File: config.mk
export PLATFORM = sky130hd
export DESIGN_NAME = switch_arb_flat
export DESIGN_NICKNAME = d
export VERILOG_FILES = /design/src/rtl/switch_arb_if.sv /design/src/rtl/switch_arb.sv /design/src/flat_wrapper.sv
export SDC_FILE = /design/constraint.sdc
export NUM_CORES = 1
export LEC_CHECK = 0
export ABC_AREA = 1
export BUFFER_PORTS_ARGS = -buffer_cell sky130_fd_sc_hd__buf_2
export CORE_MARGIN = 1.5
export CORE_UTILIZATION = 41
export DETAILED_ROUTE_END_ITERATION = 10
export PLACE_DENSITY = 0.9
export SLEW_MARGIN = 10
export SYNTH_ARGS = -nofsm -noshare
export SYNTH_HDL_FRONTEND = slang
export SYNTH_SLANG_ARGS = --single-unit
export TNS_END_PERCENT = 20
File: constraint.sdc
create_clock -name clk -period 3.3 [get_ports clk]
set_input_delay 0.495 -clock clk [delete_from_list [all_inputs] [get_ports clk]]
set_output_delay 0.495 -clock clk [all_outputs]
set_load 0.02 [all_outputs]
File: src/rtl/switch_arb_if.sv
// switch_arb_if: request/response and switch-table lookup bundle for switch_arb.
// master is the arbiter side, slave is the requester/table side.
interface switch_arb_if #(
  parameter int NUM_REQ         = 4,
  parameter int ADR_BUS_WIDTH   = 8,
  parameter int SWITCH_MEM_BITS = 8
);
  logic [NUM_REQ-1:0]                 req_valid;
  logic [NUM_REQ*ADR_BUS_WIDTH-1:0]   req_jadr;
  logic [NUM_REQ*SWITCH_MEM_BITS-1:0] req_offset;
  logic [NUM_REQ-1:0]                 req_ready;
  logic [NUM_REQ-1:0]                 rsp_valid;
  logic [NUM_REQ-1:0]                 rsp_ready;
  logic [ADR_BUS_WIDTH-1:0]           rsp_adr;
  logic                               tbl_ready;
  logic                               tbl_active;
  logic [ADR_BUS_WIDTH-1:0]           tbl_jadr;
  logic [SWITCH_MEM_BITS-1:0]         tbl_offset;
  logic [ADR_BUS_WIDTH-1:0]           tbl_adr;
  logic                               busy;

  modport master (
    input  req_valid, req_jadr, req_offset,
    input  rsp_ready, tbl_ready, tbl_adr,
    output req_ready, rsp_valid, rsp_adr,
    output tbl_active, tbl_jadr, tbl_offset, busy
  );

  modport slave (
    output req_valid, req_jadr, req_offset,
    output rsp_ready, tbl_ready, tbl_adr,
    input  req_ready, rsp_valid, rsp_adr,
    input  tbl_active, tbl_jadr, tbl_offset, busy
  );
endinterface

File: src/rtl/switch_arb.sv
// switch_arb: shares one switch jump table among NUM_REQ microsequencers.
// Define SWITCH_ARB_RR_EN for round-robin; otherwise lowest index wins.
module switch_arb #(
  parameter int NUM_REQ         = 4,
  parameter int ADR_BUS_WIDTH   = 8,
  parameter int SWITCH_MEM_BITS = 8
) (
  input  logic         clk,
  input  logic         rst,
  switch_arb_if.master bus
);
  localparam int IW = (NUM_REQ > 1) ? $clog2(NUM_REQ) : 1;

  typedef enum logic [1:0] {
    S_IDLE,
    S_LOOKUP,
    S_RESP
  } state_t;

  state_t                     r_state;
  state_t                     w_nxt;
  logic [IW-1:0]              r_gnt;
  logic [ADR_BUS_WIDTH-1:0]   r_jadr;
  logic [SWITCH_MEM_BITS-1:0] r_off;
  logic [ADR_BUS_WIDTH-1:0]   r_adr;
  logic [IW-1:0]              w_win;
  logic                       w_any;
  logic                       w_grant;
  logic [NUM_REQ-1:0]         w_rdy;
  logic [NUM_REQ-1:0]         w_rsp;

`ifdef SWITCH_ARB_RR_EN
  logic [IW-1:0] r_ptr;

  // Rotating search starting at the pointer.
  always_comb begin
    int idx;
    idx   = 0;
    w_win = '0;
    w_any = 1'b0;
    for (int k = 0; k < NUM_REQ; k++) begin
      idx = int'(r_ptr) + k;
      if (idx >= NUM_REQ) idx = idx - NUM_REQ;
      if (!w_any && bus.req_valid[IW'(idx)]) begin
        w_any = 1'b1;
        w_win = IW'(idx);
      end
    end
  end

  always_ff @(posedge clk) begin
    if (rst) begin
      r_ptr <= '0;
    end else if (w_grant) begin
      r_ptr <= (w_win == IW'(NUM_REQ - 1)) ? '0 : w_win + 1'b1;
    end
  end
`else
  always_comb begin
    w_win = '0;
    w_any = 1'b0;
    for (int k = 0; k < NUM_REQ; k++) begin
      if (!w_any && bus.req_valid[IW'(k)]) begin
        w_any = 1'b1;
        w_win = IW'(k);
      end
    end
  end
`endif

  assign w_grant = (r_state == S_IDLE) && !rst &&
                   bus.tbl_ready && w_any;

  always_comb begin
    w_nxt = r_state;
    w_rdy = '0;
    w_rsp = '0;
    case (r_state)
      S_IDLE: begin
        if (w_grant) begin
          w_nxt        = S_LOOKUP;
          w_rdy[w_win] = 1'b1;
        end
      end
      S_LOOKUP: w_nxt = S_RESP;
      S_RESP: begin
        w_rsp[r_gnt] = 1'b1;
        if (bus.rsp_ready[r_gnt]) w_nxt = S_IDLE;
      end
      default: w_nxt = S_IDLE;
    endcase
  end

  always_ff @(posedge clk) begin
    if (rst) begin
      r_state <= S_IDLE;
      r_gnt   <= '0;
      r_jadr  <= '0;
      r_off   <= '0;
      r_adr   <= '0;
    end else begin
      r_state <= w_nxt;
      if (w_grant) begin
        r_gnt  <= w_win;
        r_jadr <= bus.req_jadr[w_win*ADR_BUS_WIDTH +: ADR_BUS_WIDTH];
        r_off  <= bus.req_offset[w_win*SWITCH_MEM_BITS +: SWITCH_MEM_BITS];
      end
      if (r_state == S_LOOKUP) r_adr <= bus.tbl_adr;
    end
  end

  assign bus.req_ready  = w_rdy;
  assign bus.rsp_valid  = w_rsp;
  assign bus.rsp_adr    = r_adr;
  assign bus.tbl_active = (r_state == S_LOOKUP);
  assign bus.tbl_jadr   = r_jadr;
  assign bus.tbl_offset = r_off;
  assign bus.busy       = (r_state != S_IDLE);
endmodule

File: src/flat_wrapper.sv
// flat-port wrapper written by rule: the top's interface ports become plain ports
module switch_arb_flat 
#(
  parameter int NUM_REQ         = 4,
  parameter int ADR_BUS_WIDTH   = 8,
  parameter int SWITCH_MEM_BITS = 8
)
  (clk, rst, bus_req_valid, bus_req_jadr, bus_req_offset, bus_rsp_ready, bus_tbl_ready, bus_tbl_adr, bus_req_ready, bus_rsp_valid, bus_rsp_adr, bus_tbl_active, bus_tbl_jadr, bus_tbl_offset, bus_busy);
  switch_arb_if #(.NUM_REQ(NUM_REQ), .ADR_BUS_WIDTH(ADR_BUS_WIDTH), .SWITCH_MEM_BITS(SWITCH_MEM_BITS)) bus_i ();
  input  logic clk;
  input  logic rst;
  input wire logic [$bits(bus_i.req_valid)-1:0] bus_req_valid;
  input wire logic [$bits(bus_i.req_jadr)-1:0] bus_req_jadr;
  input wire logic [$bits(bus_i.req_offset)-1:0] bus_req_offset;
  input wire logic [$bits(bus_i.rsp_ready)-1:0] bus_rsp_ready;
  input wire logic [$bits(bus_i.tbl_ready)-1:0] bus_tbl_ready;
  input wire logic [$bits(bus_i.tbl_adr)-1:0] bus_tbl_adr;
  output wire logic [$bits(bus_i.req_ready)-1:0] bus_req_ready;
  output wire logic [$bits(bus_i.rsp_valid)-1:0] bus_rsp_valid;
  output wire logic [$bits(bus_i.rsp_adr)-1:0] bus_rsp_adr;
  output wire logic [$bits(bus_i.tbl_active)-1:0] bus_tbl_active;
  output wire logic [$bits(bus_i.tbl_jadr)-1:0] bus_tbl_jadr;
  output wire logic [$bits(bus_i.tbl_offset)-1:0] bus_tbl_offset;
  output wire logic [$bits(bus_i.busy)-1:0] bus_busy;
  assign bus_i.req_valid = bus_req_valid;
  assign bus_i.req_jadr = bus_req_jadr;
  assign bus_i.req_offset = bus_req_offset;
  assign bus_i.rsp_ready = bus_rsp_ready;
  assign bus_i.tbl_ready = bus_tbl_ready;
  assign bus_i.tbl_adr = bus_tbl_adr;
  assign bus_req_ready = bus_i.req_ready;
  assign bus_rsp_valid = bus_i.rsp_valid;
  assign bus_rsp_adr = bus_i.rsp_adr;
  assign bus_tbl_active = bus_i.tbl_active;
  assign bus_tbl_jadr = bus_i.tbl_jadr;
  assign bus_tbl_offset = bus_i.tbl_offset;
  assign bus_busy = bus_i.busy;
  switch_arb #(.NUM_REQ(NUM_REQ), .ADR_BUS_WIDTH(ADR_BUS_WIDTH), .SWITCH_MEM_BITS(SWITCH_MEM_BITS)) u_core (.clk(clk), .rst(rst), .bus(bus_i));
endmodule
==> flow_summary.rst <==
.. list-table::
   :header-rows: 1

   * - Metric
     - Value
   * - Post-synth top area cell
     - sky130_fd_sc_hd__dfxtp_1
   * - Placeable Area
     - roughly 3100 µm²
   * - Clock Latency Late Sink
     - just over 0.3 ns
   * - R2R cell count
     - 4
   * - Launch point of the critical path
     - rst
   * - Synthesis-to-layout area growth
     - 27.6%
   * - DRT Pass-1 Iters
     - 4
   * - First-pass GRT wire length
     - around 5000 µm
   * - Share of total power in combinational logic
     - between 20% and 30%
   * - Worst hold slack
     - 0.422 ns
   * - Syn Inst Count
     - 191
   * - CTS Buf Count
     - 3
   * - Boundary Pins
     - approximately 120
   * - Number of antenna violations at the first check in global routing
     - 0
   * - Largest buffer count on any clock path
     - 2
   * - Remaining number of nets flagged by the antenna check after routing
     - 0
   * - Total via count in the routed design
     - approximately 1400
   * - Final Setup Violations
     - 0
   * - Cells after DPL
     - 302
   * - Reg-to-reg setup timing slack
     - a little under 2 ns
   * - Req. time, crit path
     - around 2.8 ns
   * - Count of synthesis-stage warnings from yosys
     - 0
   * - Max_cap viols
     - 0
   * - Routed WL per cell
     - just over 10 µm
   * - Die area
     - roughly 3700 µm²
   * - CTS Hold Buffers Added
     - 0
   * - Top cell type's share of synthesized area
     - about 40%
   * - Vias in the first global route
     - around 1200
   * - Signal arrival time at the worst endpoint
     - 1.71 ns
   * - Filler cell count
     - between 300 and 400
   * - Maximum ir drop on the vdd rail
     - approximately 0.17 mV
   * - HPWL Detailed
     - between 2000 and 2500 µm
   * - Internal portion of total power
     - ~0.00045 W
   * - Fraction of power consumed by the clock network
     - 21.5%
   * - Startpoint type of the worst setup path
     - primary input
   * - Distinct cell type count of the synthesized netlist
     - 21
   * - Port buffer count
     - 76
   * - Kind of end point of the critical path
     - output pin
   * - Count of unresolved DRC violations after routing
     - 0
   * - Sequential share of the synthesized area
     - between 30% and 40%
   * - Total negative setup slack
     - 0 ns
   * - Ranking of synthesized cells by area
     - sky130_fd_sc_hd__dfxtp_1 (40%), sky130_fd_sc_hd__nand2_1 (17%), sky130_fd_sc_hd__nand3_1 (6.2%)
   * - Leftover overflow at the end of global routing
     - 0
   * - Post-layout nets
     - about 350
   * - Capturing point of the worst reg2reg path
     - u_core.bus.tbl_offset[5]$_SDFFE_PP0P_
   * - CTS tree
     - done
   * - Num Clock Sinks
     - 27
   * - Post-route insts no fill
     - slightly above 300
   * - Net switching power
     - around 0.0002 W
   * - Syn avg cell area
     - 7.13 µm²
   * - Via density per instance
     - roughly 4.6
   * - Number of design-rule violations left by the first detailed-router iteration
     - 34
   * - Clock-pin slew of the registers on the worst-case setup and hold paths
     - about 0.14 ns
   * - CTS root buffer
     - sky130_fd_sc_hd__clkbuf_4
   * - Worst setup path end
     - bus_req_ready[1]
   * - Share of total power in sequential cells
     - a little over half
   * - Flop and latch count out of synthesis
     - 27
   * - Cts repair resizes
     - 0
   * - Count of standard-cell rows
     - 20
   * - Cell area after synthesis
     - about 1400 µm²
   * - Sw frac
     - 30.8%
   * - Maximum number of pins on one net before global-route repair
     - 21
   * - Post-CTS setup buffer count
     - 0
   * - Worst Path Class, Setup
     - primary input to output pin
   * - Final weighted congestion in routability-driven placement
     - ~0.65
   * - Final hold violation count
     - 0
   * - Setup repair after global routing missed its margin
     - no
   * - Final standard cell utilization of the core
     - between 50% and 60%
   * - DIE HEIGHT
     - 60.7 µm
   * - Startpoint of the most critical register-to-register path
     - u_core.r_state[1]$_SDFFE_PP0P_
   * - Register area
     - 541 µm²
   * - Period minus WS final
     - ~2.2 ns
   * - Multi-input logic area
     - about 700 µm²
   * - Diodes inserted
     - 0
   * - CTS H-tree depth
     - 1
   * - Final clock period utilization by the worst path
     - 66.9%
   * - Power density cells
     - 372 nW/µm²
   * - Leakage power summed over all cells
     - roughly 0.92 nW
   * - Worst setup skew after layout
     - between 0.007 and 0.008 ns
   * - Commonest non-fill, non-tap cell in the layout
     - sky130_fd_sc_hd__buf_2
   * - Width of the chip
     - about 60 µm
   * - Tot GR Track Use
     - around 18%
   * - Result of the run
     - complete, no violations
   * - Fraction of layout cells with a size suffix above 1
     - between 40% and 50%
   * - Total count of max-transition violations in the final report
     - 0
   * - Effective utilization at floorplan
     - 43.9%
   * - Total wire length after detailed routing
     - around 3200 µm
   * - Most used cells in the layout excluding fill and tap cells
     - sky130_fd_sc_hd__buf_2 (76), sky130_fd_sc_hd__nand2_1 (60), sky130_fd_sc_hd__dfxtp_1 (27), sky130_fd_sc_hd__nor2_1 (21), sky130_fd_sc_hd__nand3_1 (17)
   * - Critical-path maximum fanout
     - 20
   * - Worst hold path type
     - primary input to flop
   * - Fmax achieved
     - roughly 0.45 GHz
[routing by layer]
layer	routed length (µm)	vias to the layer above	GRT usage, %
met3	232	2	2.56
met1	1290	603	20.1
met4	2	0	3.73
met5	0	-	0
met2	1640	52	34.1
li1	-	739	-
[state kept, by name, indices dropped and copies added (netlist names)]
signal,cells
u_core.bus.rsp_adr,8
u_core.r_gnt,1
u_core.bus.tbl_offset,8
u_core.bus.tbl_jadr,8
u_core.r_state,2
[power groups by stage]
| stage | sequential (W) | combinational (W) | clock [W] |
|---|---|---|---|
| floorplan | 0.000377 | 0.0000929 | 0 |
| global placement | 0.000357 | 0.000155 | 0 |
| detailed placement | 0.000358 | 0.000158 | 0 |
| CTS | 0.000351 | 0.000158 | 0.000144 |
| global route | 0.000354 | 0.000175 | 0.000162 |
| finish | 0.000351 | 0.000157 | 0.000139 |
[Yosys cell counts (all sizes together)]
cell type	count
nand2	72
dfxtp	27
nor2	23
a21oi	18
nand3	18
buf	12
inv	11
o21ai	8
clkinv	1
conb	1
[per-stage QoR]
stage | setup slack [ns] | area, µm² | total power, W
global placement | 1.07 | 1710 | 0.000513
detailed placement | 1.06 | 1710 | 0.000516
finish | 1.09 | 1740 | 0.000647
floorplan | 1.48 | 1370 | 0.000470
global route | 0.980 | 1740 | 0.000690
CTS | 1.06 | 1740 | 0.000653
[worst min-delay path by stage]
stage / cells past startpoint / to / slack [ns] / from
finish: 3 / u_core.bus.rsp_adr[2]$_SDFFE_PP0P_ / 0.42 / bus_tbl_adr[2]
global route: 4 / u_core.r_state[1]$_SDFFE_PP0P_ / 0.42 / bus_rsp_ready[1]
CTS: 3 / u_core.bus.rsp_adr[2]$_SDFFE_PP0P_ / 0.41 / bus_tbl_adr[2]
detailed placement: 2 / u_core.bus.tbl_jadr[2]$_SDFFE_PP0P_ / 0.45 / u_core.bus.tbl_jadr[2]$_SDFFE_PP0P_
global placement: 2 / u_core.bus.tbl_jadr[6]$_SDFFE_PP0P_ / 0.45 / u_core.bus.tbl_jadr[6]$_SDFFE_PP0P_
floorplan: 2 / u_core.r_gnt[0]$_SDFFE_PP0P_ / 0.47 / u_core.r_gnt[0]$_SDFFE_PP0P_
[worst max-delay path, stage by stage]
cell and delay, ns:
sky130_fd_sc_hd__buf_2 0.24, sky130_fd_sc_hd__nor2_1 0.24, sky130_fd_sc_hd__inv_2 0.10, sky130_fd_sc_hd__nor2_8 0.30, sky130_fd_sc_hd__nand2_1 0.13, sky130_fd_sc_hd__inv_1 0.06
sky130_fd_sc_hd__buf_2 0.15
[cells by family (layout without fill, tap and decap cells)]
kind of cell	Yosys count	in the layout	share of synthesized area, %
and+or+nand+nor	113	113	37.5
DFF	27	27	39.7
AOI/OAI and AO/OA	26	26	12.0
buffers and inverters	24	92	10.6
other	1	4	0.275
[layout make-up]
cell class | count | area share [%]
Clock buffer | 4 | 1.51
Inverter | 12 | 2.73
Multi-Input combinational cell | 143 | 39.6
Sequential cell | 27 | 31.1
Tap cell | 44 | 3.17
Timing Repair Buffer | 76 | 21.9
Note: power is estimated with default switching activity, not from simulation.
